File: config.mk
export PLATFORM = sky130hd
export DESIGN_NAME = regfile_multiport
export DESIGN_NICKNAME = d
export VERILOG_FILES = /design/src/rtl/regfile_multiport.sv
export SDC_FILE = /design/constraint.sdc
export NUM_CORES = 2
export LEC_CHECK = 0
export BUFFER_PORTS_ARGS = -buffer_cell sky130_fd_sc_hd__buf_2
export CAP_MARGIN = 10
export CORE_MARGIN = 1.5
export CORE_UTILIZATION = 40
export DETAILED_ROUTE_END_ITERATION = 7
export PLACE_DENSITY = 0.55
export SLEW_MARGIN = 20
export SYNTH_ARGS = -nofsm -noshare
export SYNTH_HDL_FRONTEND = slang
export SYNTH_SLANG_ARGS = --single-unit
export TNS_END_PERCENT = 20
File: constraint.sdc
create_clock -name clk -period 6.5 [get_ports clk]
set_input_delay 0.325 -clock clk [delete_from_list [all_inputs] [get_ports clk]]
set_output_delay 0.325 -clock clk [all_outputs]
set_load 0.01 [all_outputs]
File: src/rtl/regfile_multiport.sv
// regfile_multiport: parametrised register file for the RISC-V core.
// One block-RAM bank per read port plus one bank for the debug port. All
// banks receive the same writes. After reset a sweep writes zero to every
// entry before the file reports ready. Reads have one cycle of latency,
// with write-first forwarding and an optional hard-wired zero register.
// The debug port uses a req/ack handshake and reads its own dedicated bank.
module regfile_multiport #(
    parameter int DATA_WIDTH     = 32,
    parameter int ADDR_WIDTH     = 5,
    parameter int NUM_READ_PORTS = 2,
    parameter int ZERO_REG       = 1
) (
    input  logic                               clk,
    input  logic                               reset_n,
    input  logic                               write,
    input  logic [ADDR_WIDTH-1:0]              wrAddr,
    input  logic [DATA_WIDTH-1:0]              wrData,
    input  logic [NUM_READ_PORTS*ADDR_WIDTH-1:0] rdAddr,
    output logic [NUM_READ_PORTS*DATA_WIDTH-1:0] rdData,
    output logic                               ready,
    input  logic                               dbgReq,
    input  logic [ADDR_WIDTH-1:0]              dbgAddr,
    output logic                               dbgAck,
    output logic [DATA_WIDTH-1:0]              dbgData
);

    localparam int DEPTH     = 1 << ADDR_WIDTH;
    localparam int NUM_BANKS = NUM_READ_PORTS + 1;
    localparam int DBG_BANK  = NUM_READ_PORTS;
    localparam logic [ADDR_WIDTH-1:0] LAST_ADDR = '1;
    localparam logic [ADDR_WIDTH-1:0] ADDR_ONE  = ADDR_WIDTH'(1);

    typedef enum logic {CLEAR, READY} topState_t;
    typedef enum logic {DBG_IDLE, DBG_BUSY} dbgState_t;
    // Where a registered read result comes from. The bank output register
    // stays free of reset so it maps onto the RAM's own output register.
    // Zeroing and forwarding are therefore applied after the RAM.
    typedef enum logic [1:0] {SRC_ZERO, SRC_FWD, SRC_BANK} rdSrc_t;

    // Top FSM and clear sweep
    topState_t             topState, topStateNext;
    logic [ADDR_WIDTH-1:0] sweepCount, sweepCountNext;

    // Debug handshake
    dbgState_t             dbgState, dbgStateNext;
    logic [ADDR_WIDTH-1:0] dbgAddrQ, dbgAddrNext;
    logic                  dbgAckNext;

    // Shared write port into every bank
    logic                  sweeping;
    logic                  commit;
    logic                  bankWe;
    logic [ADDR_WIDTH-1:0] bankWrAddr;
    logic [DATA_WIDTH-1:0] bankWrData;

    // Per-bank read side
    logic [ADDR_WIDTH-1:0] bankRdAddr [NUM_BANKS];
    logic [NUM_BANKS-1:0]  bankRdEn;
    logic [DATA_WIDTH-1:0] bankQ      [NUM_BANKS];
    rdSrc_t                srcNext    [NUM_BANKS];
    rdSrc_t                srcQ       [NUM_BANKS];
    logic [DATA_WIDTH-1:0] fwdQ;
    logic [DATA_WIDTH-1:0] dbgFwdQ;

    assign sweeping = (topState == CLEAR);
    assign ready    = (topState == READY);

    // Writes are taken only once the sweep is done. Address 0 is skipped when
    // it is hard-wired to zero.
    assign commit = write && (topState == READY) &&
                    !((ZERO_REG != 0) && (wrAddr == '0));

    // During the sweep the counter owns the write port. After that, the
    // external write port owns it.
    assign bankWe     = sweeping || commit;
    assign bankWrAddr = sweeping ? sweepCount : wrAddr;
    assign bankWrData = sweeping ? '0 : wrData;

    // Top FSM state register and sweep counter.
    // NOTE: sequential state uses non-blocking (<=) so every flop samples pre-edge values; blocking assignments here would make simulation depend on process order.
    always_ff @(posedge clk or negedge reset_n) begin
        if (!reset_n) begin
            topState   <= CLEAR;
            sweepCount <= '0;
        end else begin
            topState   <= topStateNext;
            sweepCount <= sweepCountNext;
        end
    end

    // Top FSM next state: zero one address per cycle, then stay in READY until reset.
    // NOTE: each output of an always_comb gets a default first, so no path leaves it unassigned and no latch is inferred.
    always_comb begin
        topStateNext   = topState;
        sweepCountNext = sweepCount;
        if (topState == CLEAR) begin
            sweepCountNext = sweepCount + ADDR_ONE;
            if (sweepCount == LAST_ADDR) begin
                topStateNext = READY;
            end
        end
    end

    // Read address and enable per bank. Read-port banks read every cycle.
    // The debug bank reads only while a request is in flight, so its result
    // holds until the next ack.
    always_comb begin
        bankRdEn = '0;
        for (int k = 0; k < NUM_READ_PORTS; k++) begin
            bankRdAddr[k] = rdAddr[k*ADDR_WIDTH +: ADDR_WIDTH];
            bankRdEn[k]   = 1'b1;
        end
        bankRdAddr[DBG_BANK] = dbgAddrQ;
        bankRdEn[DBG_BANK]   = (dbgState == DBG_BUSY);
    end

    // Storage banks: identical contents, one independent read port each.
    for (genvar b = 0; b < NUM_BANKS; b++) begin : gBank
        logic [DATA_WIDTH-1:0] mem [DEPTH];
        logic [DATA_WIDTH-1:0] memQ;

        // Shared write and registered (read-first) read of this bank.
        // NOTE: the array has no reset; a reset term would prevent block-RAM inference, and the post-reset sweep provides the zero contents instead.
        always_ff @(posedge clk) begin
            if (bankWe) begin
                mem[bankWrAddr] <= bankWrData;
            end
            if (bankRdEn[b]) begin
                memQ <= mem[bankRdAddr[b]];
            end
        end

        assign bankQ[b] = memQ;
    end

    // Choose where each read result comes from. The zero register beats
    // forwarding, and forwarding beats the RAM, which would return the old
    // value during a same-cycle write.
    always_comb begin
        for (int b = 0; b < NUM_BANKS; b++) begin
            srcNext[b] = SRC_BANK;
            if (sweeping) begin
                srcNext[b] = SRC_ZERO;
            end else if ((ZERO_REG != 0) && (bankRdAddr[b] == '0)) begin
                srcNext[b] = SRC_ZERO;
            end else if (commit && (wrAddr == bankRdAddr[b])) begin
                srcNext[b] = SRC_FWD;
            end
        end
    end

    // Register the source selects and the forwarded data alongside the RAM read.
    always_ff @(posedge clk or negedge reset_n) begin
        if (!reset_n) begin
            for (int b = 0; b < NUM_BANKS; b++) begin
                srcQ[b] <= SRC_ZERO;
            end
            fwdQ    <= '0;
            dbgFwdQ <= '0;
        end else begin
            for (int b = 0; b < NUM_BANKS; b++) begin
                if (bankRdEn[b]) begin
                    srcQ[b] <= srcNext[b];
                end
            end
            fwdQ <= wrData;
            if (dbgState == DBG_BUSY) begin
                dbgFwdQ <= wrData;
            end
        end
    end

    // Read-port output mux: zero, forwarded write data, or RAM output.
    always_comb begin
        rdData = '0;
        for (int k = 0; k < NUM_READ_PORTS; k++) begin
            case (srcQ[k])
                SRC_FWD:  rdData[k*DATA_WIDTH +: DATA_WIDTH] = fwdQ;
                SRC_BANK: rdData[k*DATA_WIDTH +: DATA_WIDTH] = bankQ[k];
                default:  rdData[k*DATA_WIDTH +: DATA_WIDTH] = '0;
            endcase
        end
    end

    // Debug output mux; holds because its inputs only update while BUSY.
    always_comb begin
        case (srcQ[DBG_BANK])
            SRC_FWD:  dbgData = dbgFwdQ;
            SRC_BANK: dbgData = bankQ[DBG_BANK];
            default:  dbgData = '0;
        endcase
    end

    // Debug FSM state register, captured address and ack pulse.
    always_ff @(posedge clk or negedge reset_n) begin
        if (!reset_n) begin
            dbgState <= DBG_IDLE;
            dbgAddrQ <= '0;
            dbgAck   <= 1'b0;
        end else begin
            dbgState <= dbgStateNext;
            dbgAddrQ <= dbgAddrNext;
            dbgAck   <= dbgAckNext;
        end
    end

    // Debug FSM next state: accept in READY, then answer on the following
    // edge. A request that is still high during the ack cycle is not
    // accepted in that same cycle.
    always_comb begin
        dbgStateNext = dbgState;
        dbgAddrNext  = dbgAddrQ;
        dbgAckNext   = 1'b0;
        case (dbgState)
            DBG_IDLE: begin
                if (dbgReq && (topState == READY) && !dbgAck) begin
                    dbgStateNext = DBG_BUSY;
                    dbgAddrNext  = dbgAddr;
                end
            end
            DBG_BUSY: begin
                dbgStateNext = DBG_IDLE;
                dbgAckNext   = 1'b1;
            end
            default: dbgStateNext = DBG_IDLE;
        endcase
    end

endmodule

==> impl_metrics.prom <==
# TYPE chip_impl_metric gauge
chip_impl_metric{name="power.density_cell_area",unit="nW/um^2"} 296
chip_impl_metric{name="worst_pin_slew",unit="ns"} 1.13
chip_impl_info{name="top_area_cells_in_the_synthesized_netlist",value="sky130_fd_sc_hd__edfxtp_1 53%, sky130_fd_sc_hd__mux4_2 28%, sky130_fd_sc_hd__o22ai_1 4.0%"} 1
chip_impl_metric{name="die_area",unit="um^2"} 152000
chip_impl_metric{name="finalWirelength",unit="mm"} 218
chip_impl_metric{name="post_synthesis_instance_area",unit="um^2"} 60100
chip_impl_metric{name="relSlewSlack",unit=""} 0.246
chip_impl_metric{name="ys_async_sr_fraction",unit=""} 0.0690
chip_impl_info{name="ys.flop_type",value="sky130_fd_sc_hd__edfxtp_1"} 1
chip_impl_metric{name="drv_cap",unit=""} 0
chip_impl_metric{name="dp_hpwl",unit="mm"} 129
chip_impl_metric{name="route.antenna.remaining_nets",unit=""} 0
chip_impl_info{name="worstSetupEndpointType",value="register"} 1
chip_impl_metric{name="numPortBuffers",unit=""} 153
chip_impl_info{name="mostFrequentLayoutCells",value="1056 x sky130_fd_sc_hd__edfxtp_1, 758 x sky130_fd_sc_hd__mux4_2, 381 x sky130_fd_sc_hd__o22ai_1, 148 x sky130_fd_sc_hd__buf_2, 146 x sky130_fd_sc_hd__clkbuf_16"} 1
chip_impl_metric{name="grt_antenna_before_repair",unit=""} 11
chip_impl_metric{name="ctsHtreeMaxLevel",unit=""} 4
chip_impl_metric{name="grt_remaining_overflow",unit=""} 0
chip_impl_metric{name="numClockSinks",unit=""} 1203
chip_impl_metric{name="p_switching",unit="mW"} 5.46
chip_impl_metric{name="chipWidth",unit="um"} 390
chip_impl_info{name="mostFrequentLayoutCell",value="sky130_fd_sc_hd__edfxtp_1"} 1
chip_impl_metric{name="drt_first_iter_violations",unit=""} 5139
chip_impl_info{name="cell_breakdown_of_the_critical_path",value="mux2i_1 > nand2_1 > nor2_4 > buf_4"} 1
chip_impl_metric{name="die_height",unit="um"} 390
chip_impl_metric{name="fill_cell_count",unit=""} 12610
chip_impl_info{name="cts_tree",value="built"} 1
chip_impl_metric{name="path_clk_slew",unit="ns"} 0.06
chip_impl_metric{name="critPathRequiredTime",unit="ns"} 6.92
chip_impl_metric{name="dr.pass1.iters",unit=""} 6
chip_impl_metric{name="cell_internal_pwr",unit="mW"} 14.7
chip_impl_metric{name="final_hold_viol_count",unit=""} 0
chip_impl_metric{name="worst_path_arrival_time",unit="ns"} 3.91
chip_impl_metric{name="clock_path_buffers",unit=""} 3
chip_impl_metric{name="slowest_delay",unit="ns"} 0.88
chip_impl_metric{name="total_leakage_power",unit="nW"} 21.6
chip_impl_metric{name="clock_insertion_delay_worst_skew",unit="ns"} 0.80
chip_impl_metric{name="p_sw_frac",unit=""} 0.271
chip_impl_metric{name="timing.critical_path.depth",unit=""} 4
chip_impl_metric{name="grt.total_usage",unit=""} 0.287
chip_impl_metric{name="r2r.worst_path.cells",unit=""} 4
chip_impl_metric{name="final-max-slew-violation-count",unit=""} 0
chip_impl_metric{name="clock_skew",unit="ns"} 0.0348
chip_impl_info{name="min_delay_worst_type",value="in2async"} 1
chip_impl_metric{name="p_r_area_growth_vs_syn",unit="%"} 13.3
chip_impl_metric{name="row_count",unit=""} 142
chip_impl_metric{name="vias_per_cell",unit=""} 6.96
chip_impl_metric{name="first_global_vias",unit=""} 39142
chip_impl_info{name="timing.critical_path.max_delay_family",value="simple AND/OR/NAND/NOR gates"} 1
chip_impl_metric{name="floorplan.initialDensity",unit=""} 0.402
chip_impl_metric{name="netlist_instances",unit=""} 3195
chip_impl_metric{name="synth-warning-count",unit=""} 0
chip_impl_metric{name="grt_max_degree",unit=""} 102
chip_impl_metric{name="vdd_ir_drop_max",unit="mV"} 0.308
chip_impl_info{name="timing.critical_path.from_type",value="register"} 1
chip_impl_metric{name="dr_total_vias",unit=""} 38136
chip_impl_metric{name="final_setup_tns",unit="ns"} 0
chip_impl_metric{name="fraction_of_layout_instances_using_a_drive_strength_above_1",unit=""} 0.399
chip_impl_metric{name="min_period_over_period",unit=""} 0.537
chip_impl_info{name="critPathSlowestCell",value="sky130_fd_sc_hd__nor2_4"} 1
chip_impl_metric{name="pre_cts_ws",unit="ns"} 3.04
chip_impl_metric{name="critPathBufInv",unit=""} 1
chip_impl_info{name="timing.rr.start",value="ready$_DFF_PN0_"} 1
chip_impl_metric{name="share_comb_of_total_power",unit=""} 0.165
chip_impl_metric{name="report.final.setup_viol",unit=""} 0
chip_impl_metric{name="max_freq",unit="MHz"} 286
chip_impl_info{name="start_to_end_type_of_the_worst_setup_path",value="reg2reg"} 1
chip_impl_metric{name="net_count_after_synthesis",unit=""} 3259
chip_impl_metric{name="detail_route.drc_violations",unit=""} 0
chip_impl_info{name="run_status",value="finished, final reports clean"} 1
chip_impl_metric{name="drt-wirelength-per-cell",unit="um"} 39.8
chip_impl_info{name="crit_start",value="ready$_DFF_PN0_"} 1
chip_impl_metric{name="cts-buffers-inserted",unit=""} 137
chip_impl_metric{name="gp_congestion",unit=""} 0.874
chip_impl_metric{name="min_period",unit="ns"} 3.49
chip_impl_metric{name="worstPathMaxFanout",unit=""} 36
chip_impl_info{name="grt_setup_unrepaired",value="no"} 1
chip_impl_info{name="cts.root.buffer_cell",value="sky130_fd_sc_hd__clkbuf_16"} 1
chip_impl_metric{name="portion_of_total_power_attributed_to_sequential_cells",unit=""} 0.438
chip_impl_metric{name="placeableCoreArea",unit="um^2"} 149000
chip_impl_metric{name="clkPwrFrac",unit=""} 0.397
chip_impl_metric{name="yosys_register_bits",unit=""} 1203
chip_impl_metric{name="post-route-worst-setup-slack",unit="ns"} 3.01
chip_impl_metric{name="ioPinCount",unit=""} 154
chip_impl_metric{name="post_synth_num_cell_types",unit=""} 51
chip_impl_metric{name="grt_pass1_wl",unit="mm"} 306
chip_impl_metric{name="synth_enable_flop_cells",unit=""} 1056
chip_impl_metric{name="finish.net_count",unit=""} 3403
chip_impl_metric{name="ys_seq_area_frac",unit=""} 0.584
chip_impl_metric{name="synthesis.area_per_instance",unit="um^2"} 18.8
chip_impl_metric{name="yosys.area.top_type_share",unit=""} 0.528
chip_impl_info{name="synth_top_area_cell",value="sky130_fd_sc_hd__edfxtp_1"} 1
==> path summary, 6_finish.rpt <==
kind,endpoint,slack [ns]
max,gBank[1].mem[0][25]$_DFFE_PP_,3.01
min,dbgFwdQ[3]$_DFFE_PN0P_,0.08
max reg2reg,gBank[1].mem[0][25]$_DFFE_PP_,3.01
min reg2reg,dbgFwdQ[18]$_DFFE_PN0P_,0.51
max in group asynchronous,dbgAddrQ[1]$_DFFE_PN0P_,4.94
min in group clk,srcQ[3]$_DFF_PN0_,0.08
==> synth_stat cells, types with 3 or more instances <==
library cell / n
sky130_fd_sc_hd__nor4_2: 9
sky130_fd_sc_hd__nand3_1: 11
sky130_fd_sc_hd__mux2i_1: 17
sky130_fd_sc_hd__a22oi_1: 99
sky130_fd_sc_hd__xnor2_1: 12
sky130_fd_sc_hd__buf_8: 8
sky130_fd_sc_hd__dfxtp_1: 64
sky130_fd_sc_hd__mux4_2: 758
sky130_fd_sc_hd__buf_6: 62
sky130_fd_sc_hd__inv_1: 8
sky130_fd_sc_hd__o22ai_1: 381
sky130_fd_sc_hd__or3b_2: 3
sky130_fd_sc_hd__nor4_1: 89
sky130_fd_sc_hd__nand2_1: 27
sky130_fd_sc_hd__clkbuf_4: 8
sky130_fd_sc_hd__ha_1: 8
sky130_fd_sc_hd__a31oi_1: 3
sky130_fd_sc_hd__mux2_2: 40
sky130_fd_sc_hd__xor2_1: 6
sky130_fd_sc_hd__buf_2: 104
sky130_fd_sc_hd__and2_1: 32
sky130_fd_sc_hd__edfxtp_1: 1056
sky130_fd_sc_hd__o31ai_1: 3
sky130_fd_sc_hd__nor2b_1: 4
sky130_fd_sc_hd__dfrtp_1: 83
sky130_fd_sc_hd__buf_4: 13
sky130_fd_sc_hd__or3_1: 4
sky130_fd_sc_hd__clkbuf_1: 108
sky130_fd_sc_hd__nand3b_1: 7
sky130_fd_sc_hd__nor2_1: 138
==> power groups by stage <==
| stage | Clock [mW] | Sequential (mW) | Combinational [mW] |
|---|---|---|---|
| after detailed placement | 0 | 8.98 | 3.28 |
| after floorplan | 0 | 8.84 | 2.28 |
| after global routing | 8.37 | 8.83 | 3.47 |
| after CTS | 8.08 | 8.82 | 3.31 |
| final | 7.99 | 8.81 | 3.31 |
| after global placement | 0 | 8.97 | 3.24 |
==> metal layers <==
layer  up-vias  wire, um  track usage
met5         -         0            0
met4         0     12000        0.149
met3       604     23700       0.0698
met2      2788    102000        0.445
met1     20335     80700        0.377
li1      14409         -            -
==> sequential cells by signal, summed over array words and instances (netlist names) <==
| register | count |
|---|---|
| dbgAck | 1 |
| dbgAddrQ | 5 |
| dbgFwdQ | 32 |
| dbgState | 1 |
| fwdQ | 32 |
| gBank.mem | 1024 |
| gBank.memQ | 96 |
| ready | 1 |
| srcQ | 6 |
| sweepCount | 5 |
==> per-stage QoR <==
step	hold WS, ns	total power, mW	cells	cell area (um^2)	utilization
2_1_floorplan	0.0294	11.1	3195	60100	-
3_3_place_gp	0.325	12.2	5162	62700	0.420
3_5_place_dp	0.338	12.3	5168	62900	0.421
4_1_cts	0.0332	20.2	5468	68000	0.455
5_1_grt	0.0917	20.7	5471	68100	0.455
6_report	0.0755	20.1	5476	68100	0.456
==> cell families (layout without fill, tap and decap cells) <==
kind of cell,after synthesis,count (layout),share of synthesized area
flip-flops,1203,1203,0.584
multiplexers,817,817,0.295
buffers and inverters,313,573,0.0326
other,0,5,0
XOR/XNOR,18,18,0.00263
AND/OR/NAND/NOR,338,338,0.0294
adder cells (fa/ha/maj),8,8,0.00167
AO/OA/AOI/OAI,498,498,0.0543
==> area by class of cell <==
type                            instances  area (um^2)  share of cell area
Sequential cell                      1203        35100               0.515
Multi-Input combinational cell       1679        23400               0.344
Clock buffer                          178         3890              0.0572
Tap cell                             2016         2520              0.0371
Timing Repair Buffer                  310         2370              0.0348
Clock inverter                         77          747              0.0110
Inverter                                8         30.0            0.000441
Antenna cell                            5         12.5            0.000184
==> repair_timing <==
item,CTS,global route
hold endpoints to repair,104,0
buffers inserted,0,0
hold buffers,45,0
gates resized for setup,0,0
Note: power is estimated with default switching activity, not from simulation.
